File: src/rtl/counter_pkg.sv
// Shared constants and helpers for the counter family.
// Mode selectors for SATURATE and a width helper for users sizing counters.
package counter_pkg;

    localparam int MODE_WRAP = 0;
    localparam int MODE_SAT  = 1;

    // Bits needed to hold values 0..value-1 (minimum 1).
    function automatic int clog2(input longint unsigned value);
        int result;
        result = 1;
        for (int i = 1; i < 64; i++) begin
            if ((64'd1 << i) < value) begin
                result = i + 1;
            end
        end
        return result;
    endfunction

endpackage

File: src/rtl/counter_toggle_chain.sv
// Combinational T-flip-flop chain: produces q+1 (up) or q-1 (down) modulo 2**WIDTH.
// Bit i toggles when all lower bits are 1 (up) or all 0 (down).
module counter_toggle_chain #(
    parameter int WIDTH = 8
) (
    input  logic [WIDTH-1:0] q,
    input  logic             up,
    output logic [WIDTH-1:0] next
);

    // toggle_en[i]: every bit below i is at its carry/borrow value
    logic [WIDTH-1:0] toggle_en;

    assign toggle_en[0] = 1'b1;

    generate
        for (genvar gi = 0; gi < WIDTH; gi++) begin : g_bit
            assign next[gi] = q[gi] ^ toggle_en[gi];
            if (gi < WIDTH - 1) begin : g_carry
                assign toggle_en[gi+1] = toggle_en[gi] & (up ? q[gi] : ~q[gi]);
            end
        end
    endgenerate

endmodule

File: src/rtl/counter_updown_n.sv
// Parametrised up/down counter with programmable terminal value, wrap or
// saturate behaviour, parallel load, terminal-count pulse, sticky overflow and compare match.
module counter_updown_n
    import counter_pkg::*;
#(
    parameter int               WIDTH    = 8,
    parameter logic [WIDTH-1:0] MAX_VAL  = {WIDTH{1'b1}},
    parameter int               SATURATE = MODE_WRAP
) (
    input  logic             clk,
    input  logic             reset,
    input  logic             en,
    input  logic             load,
    input  logic [WIDTH-1:0] d,
    input  logic             up,
    input  logic [WIDTH-1:0] cmp,
    output logic [WIDTH-1:0] q,
    output logic             tc,
    output logic             ovf,
    output logic             match
);

    localparam logic [WIDTH-1:0] ZERO       = '0;
    localparam bit               FULL_RANGE = (MAX_VAL == {WIDTH{1'b1}});
    localparam bit               SAT_MODE   = (SATURATE == MODE_SAT);

    logic [WIDTH-1:0] q_reg, q_next;
    logic             tc_reg, tc_next;
    logic             ovf_reg, ovf_next;
    logic [WIDTH-1:0] step_val;
    logic [WIDTH-1:0] load_val;
    logic             at_max, at_zero, boundary;

    counter_toggle_chain #(
        .WIDTH(WIDTH)
    ) u_chain (
        .q   (q_reg),
        .up  (up),
        .next(step_val)
    );

    assign at_max   = (q_reg == MAX_VAL);
    assign at_zero  = (q_reg == ZERO);
    assign boundary = up ? at_max : at_zero;
    assign load_val = (d > MAX_VAL) ? MAX_VAL : d;

    always_comb begin
        q_next   = q_reg;
        tc_next  = 1'b0;
        ovf_next = ovf_reg;
        if (load) begin
            q_next   = load_val;
            ovf_next = 1'b0;
        end else if (en) begin
            tc_next  = boundary;
            ovf_next = ovf_reg | boundary;
            // Over the full binary range the chain wraps on its own.
            if (!boundary || (FULL_RANGE && !SAT_MODE)) begin
                q_next = step_val;
            end else if (SAT_MODE) begin
                q_next = q_reg;
            end else begin
                q_next = up ? ZERO : MAX_VAL;
            end
        end
    end

    always_ff @(posedge clk) begin
        if (!reset) begin
            q_reg   <= '0;
            tc_reg  <= 1'b0;
            ovf_reg <= 1'b0;
        end else begin
            q_reg   <= q_next;
            tc_reg  <= tc_next;
            ovf_reg <= ovf_next;
        end
    end

    assign q     = q_reg;
    assign tc    = tc_reg;
    assign ovf   = ovf_reg;
    assign match = (q_reg == cmp);

endmodule

File: config.mk
export PLATFORM = sky130hd
export DESIGN_NAME = counter_updown_n
export DESIGN_NICKNAME = d
export VERILOG_FILES = /design/src/rtl/counter_pkg.sv /design/src/rtl/counter_toggle_chain.sv /design/src/rtl/counter_updown_n.sv
export SDC_FILE = /design/constraint.sdc
export NUM_CORES = 1
export LEC_CHECK = 0
export BUFFER_PORTS_ARGS = -buffer_cell sky130_fd_sc_hd__buf_2
export CAP_MARGIN = 20
export CELL_PAD_IN_SITES_DETAIL_PLACEMENT = 0
export CELL_PAD_IN_SITES_GLOBAL_PLACEMENT = 1
export CORE_MARGIN = 3
export CORE_UTILIZATION = 32
export DETAILED_ROUTE_END_ITERATION = 10
export GPL_ROUTABILITY_DRIVEN = 0
export HOLD_SLACK_MARGIN = 0.15
export PLACE_DENSITY = 0.78
export SLEW_MARGIN = 20
export SYNTH_ARGS = -nofsm -noshare
export SYNTH_HDL_FRONTEND = slang
export SYNTH_SLANG_ARGS = --single-unit
export TNS_END_PERCENT = 30
File: constraint.sdc
create_clock -name clk -period 1.8 [get_ports clk]
set_clock_uncertainty 0.05 [all_clocks]
set_input_delay 0.18 -clock clk [delete_from_list [all_inputs] [get_ports clk]]
set_output_delay 0.18 -clock clk [all_outputs]
set_load 0.01 [all_outputs]
==> metrics.csv <==
stage,metric,value,unit
worst_setup_path,Setup Crit Path Kind,reg2reg,
worst_setup_path,worst endpoint required time,1.97,ns
outcome,status,"complete, no violations",
worst_setup_path,crit-path max FO,9,
power,Final Power,0.651,mW
final_layout,antenna cells,0,
detailed_routing,DR iter-0 viols,10,
clock_network,CTS H-tree depth,1,
yosys,synth warn,0,
worst_setup_path,Reg-to-Reg End,q[6],
placement,Port Buf Inserts,31,
sta,fin crit period,1.64,ns
detailed_routing,total wire length,1960,µm
sta,final worst path period share,91.2,%
clock_network,CTS tree,yes,
grt,first-pass GRT wire length,3150,µm
clock_network,"Clk pin slew, worst setup/hold paths",0.08,ns
power,Power Density,651,nW/µm²
floorplanning,Die Ht,53.9,µm
worst_setup_path,crit end category,flop,
worst_setup_path,Critical Path Source,q[0],
grt,initial antenna violation count,0,
yosys,sequential area share after synthesis,27.3,%
sta,Final setup viols,0,
sta,slew margin rel.,68.8,%
floorplanning,num rows,16,
grt,vias in the first global route,714,
power,worst ir drop on vdd,0.323,mV
final_layout,Util after Layout,48.5,%
min_path,hold crit path type,in2reg,
clock_network,latest clock arrival within the worst-skew pair,0.27,ns
power,Leak Pwr,0.423,nW
yosys,mapped cell area,733,µm²
final_layout,max reg flops,8,
floorplanning,full die area,2900,µm²
placement,"worst slack, placed",0.178,ns
yosys,syn_nets,110,
worst_setup_path,data arrival time of the critical path,1.81,ns
clock_network,Clock Root Buffer,clkbuf_4,
clock_network,Num CTS Buffers,3,
yosys,Synth Register Bits,10,
final_layout,layout cells sized above 1,32.0,%
floorplanning,die width,53.9,µm
sta,Final WS setup,0.159,ns
detailed_routing,post-DR wirelength/cell,12.9,µm
yosys,unique cell type count in the Yosys netlist,35,
grt,largest net degree at the start of global routing,16,
run,Max Cap Viol,0,
yosys,"Avg Cell Area, Syn",8.24,µm²
grt,Total Routing Usage GR,15.1,%
grt,grt total ovfl,0,
min_path,worst hold path endpoint,tc,
clock_network,CTS max path bufs,2,
detailed_routing,vias post-DR,761,
floorplanning,IO Count,32,
sta,maximum clock rate,0.609,GHz
sta,Final TNS setup,0,ns
detailed_routing,Initial DRT Pass Iterations,4,
worst_setup_path,reg2reg setup slack,0.16,ns
clock_network,CTS Sinks,10,
sta,"Slew Viols, Final",0,
detailed_routing,Vias per Instance,5.01,
sta,Fin. Hold Viols,0,
placement,placed wire-length estimate,1470,µm
floorplanning,core area,2060,µm²
floorplanning,Starting Density,35.6,%
worst_setup_path,FF-to-FF Start,q[0],
final_layout,nets,147,
min_path,hold path depth,3,
worst_setup_path,cells on worst reg2reg path,4,
sta,Worst Tran Pin Value,0.463,ns
detailed_routing,post-route ant nets,0,
worst_setup_path,Worst Setup Start Kind,flop,
yosys,Post-Synthesis Cells,89,
detailed_routing,drt drc,0,
sta,RSZ-0062 raised after global routing,no,
final_layout,Area Overhead vs Synth,36.3,%
final_layout,Filler Cell Count,215,
min_path,critical hold path startpoint,en,
-- power breakdown --
| part | internal (mW) | switching, mW |
|---|---|---|
| clock network | 0.123 | 0.0928 |
| logic | 0.0896 | 0.0762 |
| registers | 0.237 | 0.0329 |
-- layout by cell type (no fill, tap or decap), drive strengths merged, types with 3 or more instances in the layout --
cell type     n
xnor2        11
nor2          5
clkbuf        4
o21ai         4
buf          32
dfxtp        10
dlygate4sd3   7
nand4         4
and3          4
nand3         5
o211ai        3
xor2          3
a21oi         5
nand2         4
-- layer usage --
layer,vias up,track usage (%),wire (µm)
met2,22,22.0,837
met1,334,20.3,991
met5,-,0,0
li1,403,-,-
met3,2,2.49,114
met4,0,9.79,18
-- timing repair --
| action | 4_1_cts | 5_1_grt |
|---|---|---|
| gates resized for setup | 0 | 1 |
| endpoints found under the setup margin | 0 | 1 |
| hold endpoints to repair | 7 | 0 |
| setup buffers | 0 | 0 |
| hold buffers | 7 | 0 |
-- metrics by stage --
| stage | hold slack, ns | cell area, µm² | instances |
|---|---|---|---|
| after detailed placement | 0.367 | 888 | 141 |
| after CTS | 0.160 | 995 | 152 |
| after floorplan | 0.258 | 733 | 89 |
| final | 0.163 | 1000 | 152 |
| after global routing | 0.184 | 1000 | 152 |
| after global placement | 0.369 | 888 | 141 |
-- cell usage after synthesis, drive strengths merged --
cell	instances	share of area (%)
o22a	1	1.2
nand4bb	1	1.5
nor2b	2	1.7
xnor2	11	13
o311ai	1	1.2
nand3b	2	2.0
nand3	5	3.4
and3	4	3.4
a21o	1	1.0
and4	2	2.6
inv	2	1.0
o21ai	4	2.7
a31oi	1	0.85
or2	1	0.85
o211ai	3	3.1
a311o	1	1.4
nor3	2	1.4
nand4	4	3.4
nand2	4	2.0
xor2	3	3.6
nor2	5	2.6
buf	4	3.6
a21oi	5	3.4
and2	1	0.85
a22o	1	1.2
a2111oi	1	1.4
o221ai	1	1.2
o2111ai	1	1.2
dfxtp	10	27
clkbuf	3	2.0
nor4	2	3.8
-- logic make-up after synthesis --
logic type,count (synthesis),synth area share (%)
simple gates,35,29.5
buf+inv,9,6.66
flops,10,27.3
compound gates,21,19.8
xor+xnor,14,16.7
-- worst max-delay path: stages, from the launching register on --
cell       delay, ns
dfxtp_1         0.58
and4_2          0.33
nand4_1         0.15
a2111oi_2       0.34
a311o_1         0.15
-- worst max-delay path by stage --
stage          cells past startpoint  endpoint  slack (ns)
2_1_floorplan                      5      q[6]        0.24
3_3_place_gp                       4      q[6]        0.23
3_5_place_dp                       4      q[6]        0.18
4_1_cts                            4      q[6]        0.13
5_1_grt                            4      q[6]        0.02
6_report                           4      q[6]        0.16
-- area by class of cell --
| type | instances | area, µm² | share of cell area (%) |
|---|---|---|---|
| Clock buffer | 4 | 36.3 | 3.63 |
| Inverter | 2 | 7.51 | 0.751 |
| Multi-Input combinational cell | 70 | 489 | 48.9 |
| Sequential cell | 10 | 200 | 20.0 |
| Tap cell | 27 | 33.8 | 3.38 |
| Timing Repair Buffer | 39 | 233 | 23.3 |
(Power assumes the default switching activity.)
